<file path="src/rtl/branch_resolve_unit.sv">
// Execute-stage branch resolver: condition compare, registered PC-select pulse,
// multi-cycle fetch/decode flush, and saturating branch statistics.
module branch_resolve_unit #(
  parameter int unsigned WIDTH        = 32,
  parameter int unsigned FLUSH_CYCLES = 2,
  parameter int unsigned CNT_WIDTH    = 16
) (
  input  logic                 clk,
  input  logic                 rst,
  input  logic                 valid_in,
  input  logic                 branch_en,
  input  logic [2:0]           cond,
  input  logic [WIDTH-1:0]     rs1_val,
  input  logic [WIDTH-1:0]     rs2_val,
  input  logic [WIDTH-1:0]     target_in,
  output logic                 taken_out,
  output logic [WIDTH-1:0]     target_out,
  output logic                 flush,
  output logic                 busy,
  output logic                 illegal_cond,
  output logic [CNT_WIDTH-1:0] stat_branches,
  output logic [CNT_WIDTH-1:0] stat_taken
);

  typedef enum logic {IDLE, FLUSH} state_t;

  localparam logic [3:0] FLUSH_LOAD = 4'(FLUSH_CYCLES - 1);

  state_t     state;
  logic [3:0] flush_cnt;
  logic       accept;
  logic       cond_true;
  logic       reserved;

  assign accept = valid_in && branch_en && (state == IDLE);

  always_comb begin
    cond_true = 1'b0;
    reserved  = 1'b0;
    unique case (cond)
      3'b000:  cond_true = (rs1_val == rs2_val);
      3'b001:  cond_true = (rs1_val != rs2_val);
      3'b100:  cond_true = ($signed(rs1_val) <  $signed(rs2_val));
      3'b101:  cond_true = ($signed(rs1_val) >= $signed(rs2_val));
      3'b110:  cond_true = (rs1_val <  rs2_val);
      3'b111:  cond_true = (rs1_val >= rs2_val);
      default: reserved  = 1'b1;
    endcase
  end

  always_ff @(posedge clk) begin
    if (rst) begin
      state         <= IDLE;
      flush_cnt     <= '0;
      taken_out     <= 1'b0;
      target_out    <= '0;
      flush         <= 1'b0;
      busy          <= 1'b0;
      illegal_cond  <= 1'b0;
      stat_branches <= '0;
      stat_taken    <= '0;
    end else begin
      taken_out    <= 1'b0;
      illegal_cond <= 1'b0;
      unique case (state)
        IDLE: begin
          if (accept) begin
            illegal_cond <= reserved;
            if (stat_branches != '1)
              stat_branches <= stat_branches + 1'b1;
            if (cond_true) begin
              taken_out  <= 1'b1;
              target_out <= target_in;
              flush      <= 1'b1;
              busy       <= 1'b1;
              flush_cnt  <= FLUSH_LOAD;
              state      <= FLUSH;
              if (stat_taken != '1)
                stat_taken <= stat_taken + 1'b1;
            end
          end
        end
        FLUSH: begin
          // Inputs are ignored here; the exit edge drops flush/busy so the
          // following edge is the first accept opportunity.
          if (flush_cnt == '0) begin
            state <= IDLE;
            flush <= 1'b0;
            busy  <= 1'b0;
          end else begin
            flush_cnt <= flush_cnt - 1'b1;
          end
        end
        default: state <= IDLE;
      endcase
    end
  end

endmodule

</file>
<file path="config.mk">
export PLATFORM = sky130hd
export DESIGN_NAME = branch_resolve_unit
export DESIGN_NICKNAME = d
export VERILOG_FILES = /design/src/rtl/branch_resolve_unit.sv
export SDC_FILE = /design/constraint.sdc
export NUM_CORES = 1
export LEC_CHECK = 0
export BUFFER_PORTS_ARGS = -buffer_cell sky130_fd_sc_hd__buf_2
export CORE_ASPECT_RATIO = 1.5
export CORE_MARGIN = 8
export CORE_UTILIZATION = 53
export CTS_CLUSTER_SIZE = 16
export DETAILED_ROUTE_END_ITERATION = 10
export PLACE_DENSITY = 0.88
export SYNTH_ARGS = -nofsm -noshare
export SYNTH_HDL_FRONTEND = slang
export SYNTH_SLANG_ARGS = --single-unit
</file>
<file path="constraint.sdc">
create_clock -name clk -period 6.11 [get_ports clk]
set_input_delay 1.222 -clock clk [delete_from_list [all_inputs] [get_ports clk]]
set_output_delay 1.222 -clock clk [all_outputs]
set_load 0.05 [all_outputs]
</file>
=== Word level (Yosys, flattened, before mapping) ===
Cells that the tools add are included.

* Register bits: 72
* Latch bits: 0
* Memory bits (writable): 0
* ROM bits: 0
* Input port bits: 103
* Output and inout port bits: 68
* Logic and storage cells: 56
* Memories: 0

* $add $sub $neg: 3
* Multiply operators: 0
* Div/mod/pow operators: 0
* $lt $le $gt $ge: 4
* Equality and inequality tests: 13
* Shift-type cells: 0
* Mux-type cells: 14
* Bitwise operators: 2
* Reduce and logical (&&, ||, !) cells: 12

{| class="wikitable"
|+ Operators with widths
! operator !! count
|-
| $ge 32x32->1 || 2
|-
| $lt 32x32->1 || 2
|-
| $add 16x1->16 const B || 2
|-
| $eq 32x32->1 || 1
|-
| $ne 16x16->1 const B || 2
|-
| $ne 32x32->1 || 1
|-
| $eq 3x3->1 const B || 4
|-
| $mux 4 || 3
|-
| $reduce_and 3->1 || 4
|-
| $pmux 4 s2 || 1
|-
| $mux 1 || 7
|-
| $ne 2x2->1 const B || 3
|-
| $pmux 1 s6 || 1
|-
| $reduce_or 6->1 || 1
|-
| $logic_not 4->1 || 1
|-
| $pmux 1 s2 || 2
|-
| $reduce_and 4->1 || 1
|-
| $sub 4x1->4 const B || 1
|-
| $eq 3x1->1 const B || 1
|-
| $logic_not 3->1 || 1
|-
| $reduce_or 3->1 || 1
|-
| $logic_and 1x1->1 || 2
|-
| $ne 2x1->1 const B || 1
|-
| $not 1->1 || 2
|-
| $reduce_or 2->1 || 1
|}

=== Longest topological paths before layout ===
Gate-level depths: netlist (run 1).

* Depth in word-level cells: 5
* Mapped depth: 12
* Mapped depth without buffers: 10

=== Worst setup path before layout (run 1) ===
Ideal clock, no wire load.

* Kind: input to register
* Start: input port rs2_val[14]
* End: register stat_taken[11]
* Library setup time: 0.123 ns
* Arrival time: 3.537 ns
* Data required time: 5.987 ns
* Path slack: 2.450 ns
* Cell stages on the path: 11
* Buffers on the path: 1
* Cells stage by stage: inv_1 ha_1 a21oi_1 nand2_1 a221o_1 a2111o_1 o22ai_1 nand2_1 buf_2 nor4_1 mux2_1

* Word-level cells in the longest chain between the ends: 3
* Elaborated cells on any way between the ends: 8
* Those cells by class: order compare (4); eq/ne (2); mux (1); reduce/logical (1)

{| class="wikitable"
|+ RTL lines
! element !! RTL line !! source
|-
| start, declared || 14 || <nowiki>input logic [WIDTH-1:0] rs2_val,</nowiki>
|-
| $ge 32x32->1 (tied with other cells) || 46 || <nowiki>3'b111: cond_true = (rs1_val >= rs2_val);</nowiki>
|-
| $pmux 1 s6 (*) || 40 || <nowiki>unique case (cond)</nowiki>
|-
| $reduce_and 4->1 (no source line) (*) || - ||
|-
| end signal, assigned || 79 || <nowiki>stat_taken <= stat_taken + 1'b1;</nowiki>
|-
| end, declared || 22 || <nowiki>output logic [CNT_WIDTH-1:0] stat_taken</nowiki>
|}

Mark *: on every way between the ends. The rest lies on a longest branch, timed or not.
A chain may end at the register's enable or synchronous reset.

=== Worst setup path after layout (run 1) ===
* Start: input port rs1_val[14]
* End: register flush_cnt[0]

* Word-level cells in the longest chain between the ends: 4
* Elaborated cells on any way between the ends: 9
* Those cells by class: order compare (4); eq/ne (3); mux (1); reduce/logical (1)

{| class="wikitable"
|+ RTL lines
! element !! RTL line !! source
|-
| start, declared || 13 || <nowiki>input logic [WIDTH-1:0] rs1_val,</nowiki>
|-
| $ge 32x32->1 (tied with other cells) || 46 ||
|-
| $pmux 1 s6 (*) || 40 ||
|-
| $ne 2x2->1 (no source line) (*) || - ||
|-
| $reduce_and 3->1 (no source line) (*) || - ||
|-
| end signal, assigned || 91 || <nowiki>flush_cnt <= flush_cnt - 1'b1;</nowiki>
|-
| end, declared || 30 || <nowiki>logic [3:0] flush_cnt;</nowiki>
|}

Marked as above.

==> results_dict.tcl, run 1 <==
set metrics [dict create \
    postSynthRegisterBits 72 \
    setup.worst_path.class "primary input to register" \
    rows 40 \
    power_frac_clock 0.422 \
    critical_path.max_stage_delay_ns 0.96 \
    via_count_of_the_first_global_routing_pass 4266 \
    layout-drive-gt1-share 0.319 \
    wl_per_cell_um 15.6 \
    cts_root_buf "clkbuf_16" \
    finalMaxSlewViolations 0 \
    chipHeight_um 127 \
    drt_iter0_markers 237 \
    ys_types 58 \
    run_status "completed" \
    final_report_setup_violation_count 0 \
    share_of_async_settable_or_async_resettable_flops_after_synthesis 0 \
    cts_setup_buffers 0 \
    grt_first_pass_wirelength_mm 19.5 \
    layout_commonest_cell "buf_2" \
    clk_latency_ns 0.33 \
    cts.sink_count 72 \
    syn-num-nets 627 \
    area_contributors_post_synth "dfxtp_1 33%, ha_1 10%, nor4b_1 6.6%, a31o_1 6.4%, inv_1 3.9%" \
    finish.net_count 782 \
    routed_via_density 5.61 \
    dpl.cell_count 737 \
    final_cell_count_no_fill 754 \
    drc 0 \
    die_area_um2 11400 \
    cts-buffers-inserted 9 \
    powerDensity_nw_per_um2 224 \
    crit_slowest_cell "or2_1" \
    slew_worst_pin_ns 1.29 \
    final.setup_skew_ns 0.00443 \
    path_max_fanout 36 \
    worst_slew_margin_rel 0.143 \
    grtUsageTotal 0.198 \
    synth-seq-area-share 0.331 \
    routed.top_layer "met4" \
    detailroute.via_count 4229 \
    grt_setup_unrepaired "false" \
    leakagePower_nw 2.58 \
    postSynthAreaPerCell_um2 8.92 \
    comb_power_share 0.175 \
    drt-pass1-iter-count 4 \
    crit_path_cell_trace "buf_2, ha_1, a21oi_1, nand2_1, a221o_1, a2111o_1, or3_1, nand3_4, or2_1, a31oi_1" \
    hp_class "register to register" \
    detailroute.wirelength.met2_mm 6.03 \
    cts_htree_levels 3 \
    ios 171 \
    maximum_clock_rate_mhz 243 \
    wl_met1_mm 4.59 \
    worstSetupStartpointType "primary input" \
    r2r_slack_ns 3.30 \
    psw_mw 0.339 \
    tns_ns 0 \
    gr-total-overflow 0 \
    io_buffers 170 \
    cts_repair_resize_count 0 \
    edff_count_synth 0 \
    syn_inst 488 \
    place.detailed.hpwl_mm 8.80 \
    utilization 0.684 \
    hold_buffers 0 \
    crit_arrival_ns 4.27 \
    final_hold_viol_count 0 \
    synth_ff_type "dfxtp_1" \
    core_area_um2 8010 \
    worst_ir_drop_vdd_mv 0.190 \
    tritoncts "built" \
    post-synth-top-area-cell "dfxtp_1" \
    leading_cell_types_in_the_layout_fill_and_taps_excluded "170 x buf_2, 72 x dfxtp_1, 45 x inv_1" \
    grt_start_max_net_pins 85 \
    cts.clk_slew.worst_paths_ns 0.05 \
    starting_density 0.544 \
    synth_area_um2 4350 \
    route.final.wire_length_mm 11.7 \
    maxCapViolations 0 \
    yosys_warnings 0 \
    seq_power_share 0.403 \
    fin_crit_ns 4.12 \
    route.met3.wl_um 912 \
    critical_path_required_ns 6.26 \
    ant_nets 0 \
    cell_internal_pwr_mw 0.886 \
    globalplace.congestion 0.891 \
    die_width_um 90.0 \
    worst_setup_end_kind "register" \
    netSwitchingFraction 0.276 \
    netlist.area_leader.share 0.331 \
    fin_crit_sh 0.675 \
    layout-area-overhead-vs-synth_pct 25.8 \
    antenna_violations_before_repair 0 \
    clock_tree.buffer_depth 2 \
]
through the flow:
step / cell area (um2) / hold WS (ns) / power (mW) / setup WS (ns)
final: 5480 / 0.467 / 1.23 / 1.99
after global routing: 5470 / 0.493 / 1.27 / 1.80
after CTS: 5470 / 0.473 / 1.23 / 2.00
after detailed placement: 5170 / 0.459 / 0.719 / 1.66
after global placement: 5170 / 0.453 / 0.711 / 1.72
after floorplan: 4350 / 0.476 / 0.657 / 2.45
cells in the mapped netlist, drive strengths merged, types with 2 or more instances:
library cell and instances:
dfxtp 72, inv 45, nor2 44, ha 36
nor4b 34, a31o 32, nand2 25, nand3 22
a21oi 20, buf 16, nor2b 15, nor4 15
nand4 14, clkbuf 13, mux2 12, xor2 9
o21ai 8, nor3 6, a31oi 5, or3 5
a21o 3, and3 3, mux2i 3, or2 3
xnor2 3, and2 2, nand3b 2, nor3b 2
o311ai 2, o41ai 2, or4 2
final cells by class:
| cell class | instances | area (um2) |
|---|---|---|
| clock buffer | 11 | 243 |
| timing repair buffer | 173 | 873 |
| antenna | 1 | 2.50 |
| inverter | 45 | 169 |
| multi-input combinational | 342 | 2560 |
| fill | 651 | 2530 |
| tap | 105 | 131 |
| sequential | 72 | 1440 |
| clock inverter | 5 | 56.3 |
worst max-delay path, delay by kind of cell:
kind	cells	cell delay, ns
fa+ha+maj	1	0.32
compound gates	4	1.09
simple gates	4	1.53
buf+inv	1	0.10
cell families (layout without fill, tap and decap cells):
kind of cell / count (synthesis) / in the layout / share of synthesized area
mux: 15 / 15 / 0.0379
flops: 72 / 72 / 0.331
xor+xnor: 12 / 12 / 0.0241
other cells: 0 / 1 / 0
buf+inv: 74 / 234 / 0.0816
compound gates: 82 / 82 / 0.141
fa+ha+maj: 36 / 36 / 0.103
simple gates: 197 / 197 / 0.281
final timing paths:
path | start | end | cells after the start
min reg2reg | target_out[8] | target_out[8] | 1
min | target_out[8] | target_out[8] | 1
max reg2reg | state | target_out[7] | 8
max | rs1_val[14] | flush_cnt[0] | 10
metal layers:
metal / vias up / GRT usage
met4: 0 / 0.0856
met3: 14 / 0.0580
met1: 1978 / 0.200
met2: 151 / 0.367
met5: - / 0
li1: 2086 / -
power by group through the flow:
stage                     sequential [mW]  combinational [mW]  clock [mW]
after floorplan                     0.546               0.111           0
after global placement              0.503               0.208           0
after detailed placement            0.503               0.215           0
after CTS                           0.494               0.216       0.526
after global routing                0.495               0.235       0.543
final                               0.494               0.215       0.517
sequential cells by signal (all words and copies together), names as in the netlist:
name / flops
stat_branches: 16
flush_cnt: 4
target_out: 32
taken_out: 1
stat_taken: 16
state: 1
illegal_cond: 1
busy: 1
Note: power is estimated with default switching activity, not from simulation.
==> run 2, diff against run 1 <==
--- a/config.mk
+++ b/config.mk
@@ -8,10 +8,10 @@
 export BUFFER_PORTS_ARGS = -buffer_cell sky130_fd_sc_hd__buf_2
 export CORE_ASPECT_RATIO = 1.5
 export CORE_MARGIN = 8
-export CORE_UTILIZATION = 53
+export CORE_UTILIZATION = 49
 export CTS_CLUSTER_SIZE = 16
 export DETAILED_ROUTE_END_ITERATION = 10
-export PLACE_DENSITY = 0.88
+export PLACE_DENSITY = 0.82
 export SYNTH_ARGS = -nofsm -noshare
 export SYNTH_HDL_FRONTEND = slang
 export SYNTH_SLANG_ARGS = --single-unit
==> constraint.sdc (replaced) <==
create_clock -name clk -period 4.3 [get_ports clk]
set_input_delay 0.86 -clock clk [delete_from_list [all_inputs] [get_ports clk]]
set_output_delay 0.86 -clock clk [all_outputs]
set_load 0.05 [all_outputs]
==> run 2 against run 1 <==
Final cell count is 0.80% higher. Clock power is 31% higher. Via count is 2.0% higher. Critical path depth is 1 higher. Routed wire length is 1.5% higher. Non-clock buffer count is 4 higher. Largest cell class unchanged. Highest routed layer unchanged.
==> results_dict.tcl, run 2 (synthesis gave the netlist of run 1 again) <==
set metrics [dict create \
    maxCapViolations 0 \
    die_width_um 93.0 \
    ant_nets 0 \
    largest_register_ffs 32 \
    layout-drive-gt1-share 0.320 \
    grt_setup_unrepaired "false" \
    cts.sink_count 72 \
    dpl.cell_count 746 \
    run_status "completed" \
    post-route-worst-setup-slack_ns 0.899 \
    regMostFlops "target_out" \
    clk_latency_ns 0.32 \
    ios 171 \
    io_buffers 170 \
    cts_repair_resize_count 0 \
    grt_start_max_net_pins 84 \
    slew_worst_pin_ns 1.15 \
    finalMaxSlewViolations 0 \
    starting_density 0.499 \
    final_hold_viol_count 0 \
    routed_via_density 5.68 \
    maximum_clock_rate_mhz 294 \
    wl_per_cell_um 15.7 \
    clock_tree.buffer_depth 2 \
    critical_path.max_stage_delay_ns 0.45 \
    critical_path_required_ns 4.50 \
    powerDensity_nw_per_um2 309 \
    setup.worst_path.class "primary input to register" \
    fin_crit_sh 0.791 \
    rows 42 \
    gr-total-overflow 0 \
    cts_root_buf "clkbuf_16" \
    final_report_setup_violation_count 0 \
    leading_cell_types_in_the_layout_fill_and_taps_excluded "170 x buf_2, 72 x dfxtp_1, 45 x inv_1" \
    fin_crit_ns 3.40 \
    tritoncts "built" \
    cts_htree_levels 3 \
    chipHeight_um 131 \
    grtUsageTotal 0.190 \
    core_area_um2 8720 \
    detailroute.via_count 4315 \
    critical_path.top_delay_family "compound AO/OA/AOI/OAI gates" \
    globalplace.congestion 0.954 \
    via_count_of_the_first_global_routing_pass 4373 \
    worst_slew_margin_rel 0.235 \
    multi_input_area_um2 2560 \
    layout_commonest_cell "buf_2" \
    critical_path_buf_inv_count 2 \
    cts_setup_buffers 0 \
    layout-area-overhead-vs-synth_pct 26.0 \
    diodes 0 \
    regToRegStartpoint "state" \
    hold_buffers 0 \
    fillCellCount 755 \
    finish.net_count 786 \
    total_power_mw 1.69 \
    critical_path.startpoint "rs2_val[9]" \
    cts.clk_slew.worst_paths_ns 0.05 \
    route.final.wire_length_mm 11.9 \
    holdCritStartpoint "target_out[29]" \
    reg_top3 "target_out: 32 flops, stat_branches: 16 flops, stat_taken: 16 flops" \
    tns_ns 0 \
    hp_class "register to register" \
    antenna_violations_before_repair 0 \
    leakagePower_nw 2.59 \
    grt_first_pass_wirelength_mm 19.6 \
    place.detailed.hpwl_mm 9.24 \
    drc 0 \
    drt_iter0_markers 223 \
    worst_setup_end_kind "register" \
    crit_slowest_cell "nor4_1" \
    worst_ir_drop_vdd_mv 0.383 \
    crit_arrival_ns 3.61 \
    post-place-ws_ns 0.589 \
    crit_path_cell_trace "buf_2, inv_1, ha_1, a21oi_1, o21ai_0, a221o_1, a2111o_1, o22ai_1, nand2_2, nor4_1, mux2_1" \
    path_max_fanout 22 \
    die_area_um2 12200 \
    final.setup_skew_ns 0.00306 \
    cts-buffers-inserted 9 \
    drt-pass1-iter-count 5 \
    final_cell_count_no_fill 760 \
    layout.area.seq_um2 1440 \
    worstSetupStartpointType "primary input" \
]
run 2: changes by cell type in the layout (fill, tap and decap cells not counted), sizes merged:
cell,previous run,this run
bufinv,1,0
clkinvlp,1,0
clkbuf,11,14
diode,1,0
clkinv,3,0
buf,173,177
run 2: area by class of cell:
| cell class | count | share of cell area |
|---|---|---|
| Clock buffer | 14 | 0.0500 |
| Inverter | 45 | 0.0308 |
| Multi-Input combinational cell | 342 | 0.467 |
| Sequential cell | 72 | 0.263 |
| Tap cell | 110 | 0.0251 |
| Timing Repair Buffer | 177 | 0.165 |
run 2: where the power goes:
part | internal (mW) | total [mW] | switching (mW)
combinational | 0.113 | 0.313 | 0.200
clock | 0.431 | 0.678 | 0.247
sequential | 0.688 | 0.701 | 0.0132
run 2: through the flow:
step | utilization | instance area (um2) | hold WS, ns
after global routing | 0.629 | 5480 | 0.490
after CTS | 0.629 | 5480 | 0.471
after global placement | 0.597 | 5210 | 0.451
final | 0.629 | 5480 | 0.466
after detailed placement | 0.597 | 5210 | 0.458
after floorplan | - | 4350 | 0.476
run 2: worst register-to-register path: stages (launching register included):
cell and delay (ns):
dfxtp_1 0.38, nand3b_1 0.30, or3_1 0.36, a31oi_1 0.15, nor3_1 0.10, a21oi_2 0.16
nand3_4 0.26, nor4_1 0.43, mux2_1 0.37
run 2: routing by layer:
metal | share of wire | global-route usage | vias to the layer above
li1 | - | - | 2091
met1 | 0.38 | 0.188 | 2027
met2 | 0.52 | 0.344 | 174
met3 | 0.080 | 0.0530 | 23
met4 | 0.025 | 0.0999 | 0
met5 | 0 | 0 | -
run 2: worst paths after layout:
| check | to | slack, ns | cells past startpoint |
|---|---|---|---|
| max | stat_taken[13] | 0.90 | 11 |
| min | target_out[29] | 0.47 | 1 |
| min reg2reg | target_out[29] | 0.47 | 1 |
| max reg2reg | stat_taken[13] | 1.67 | 8 |
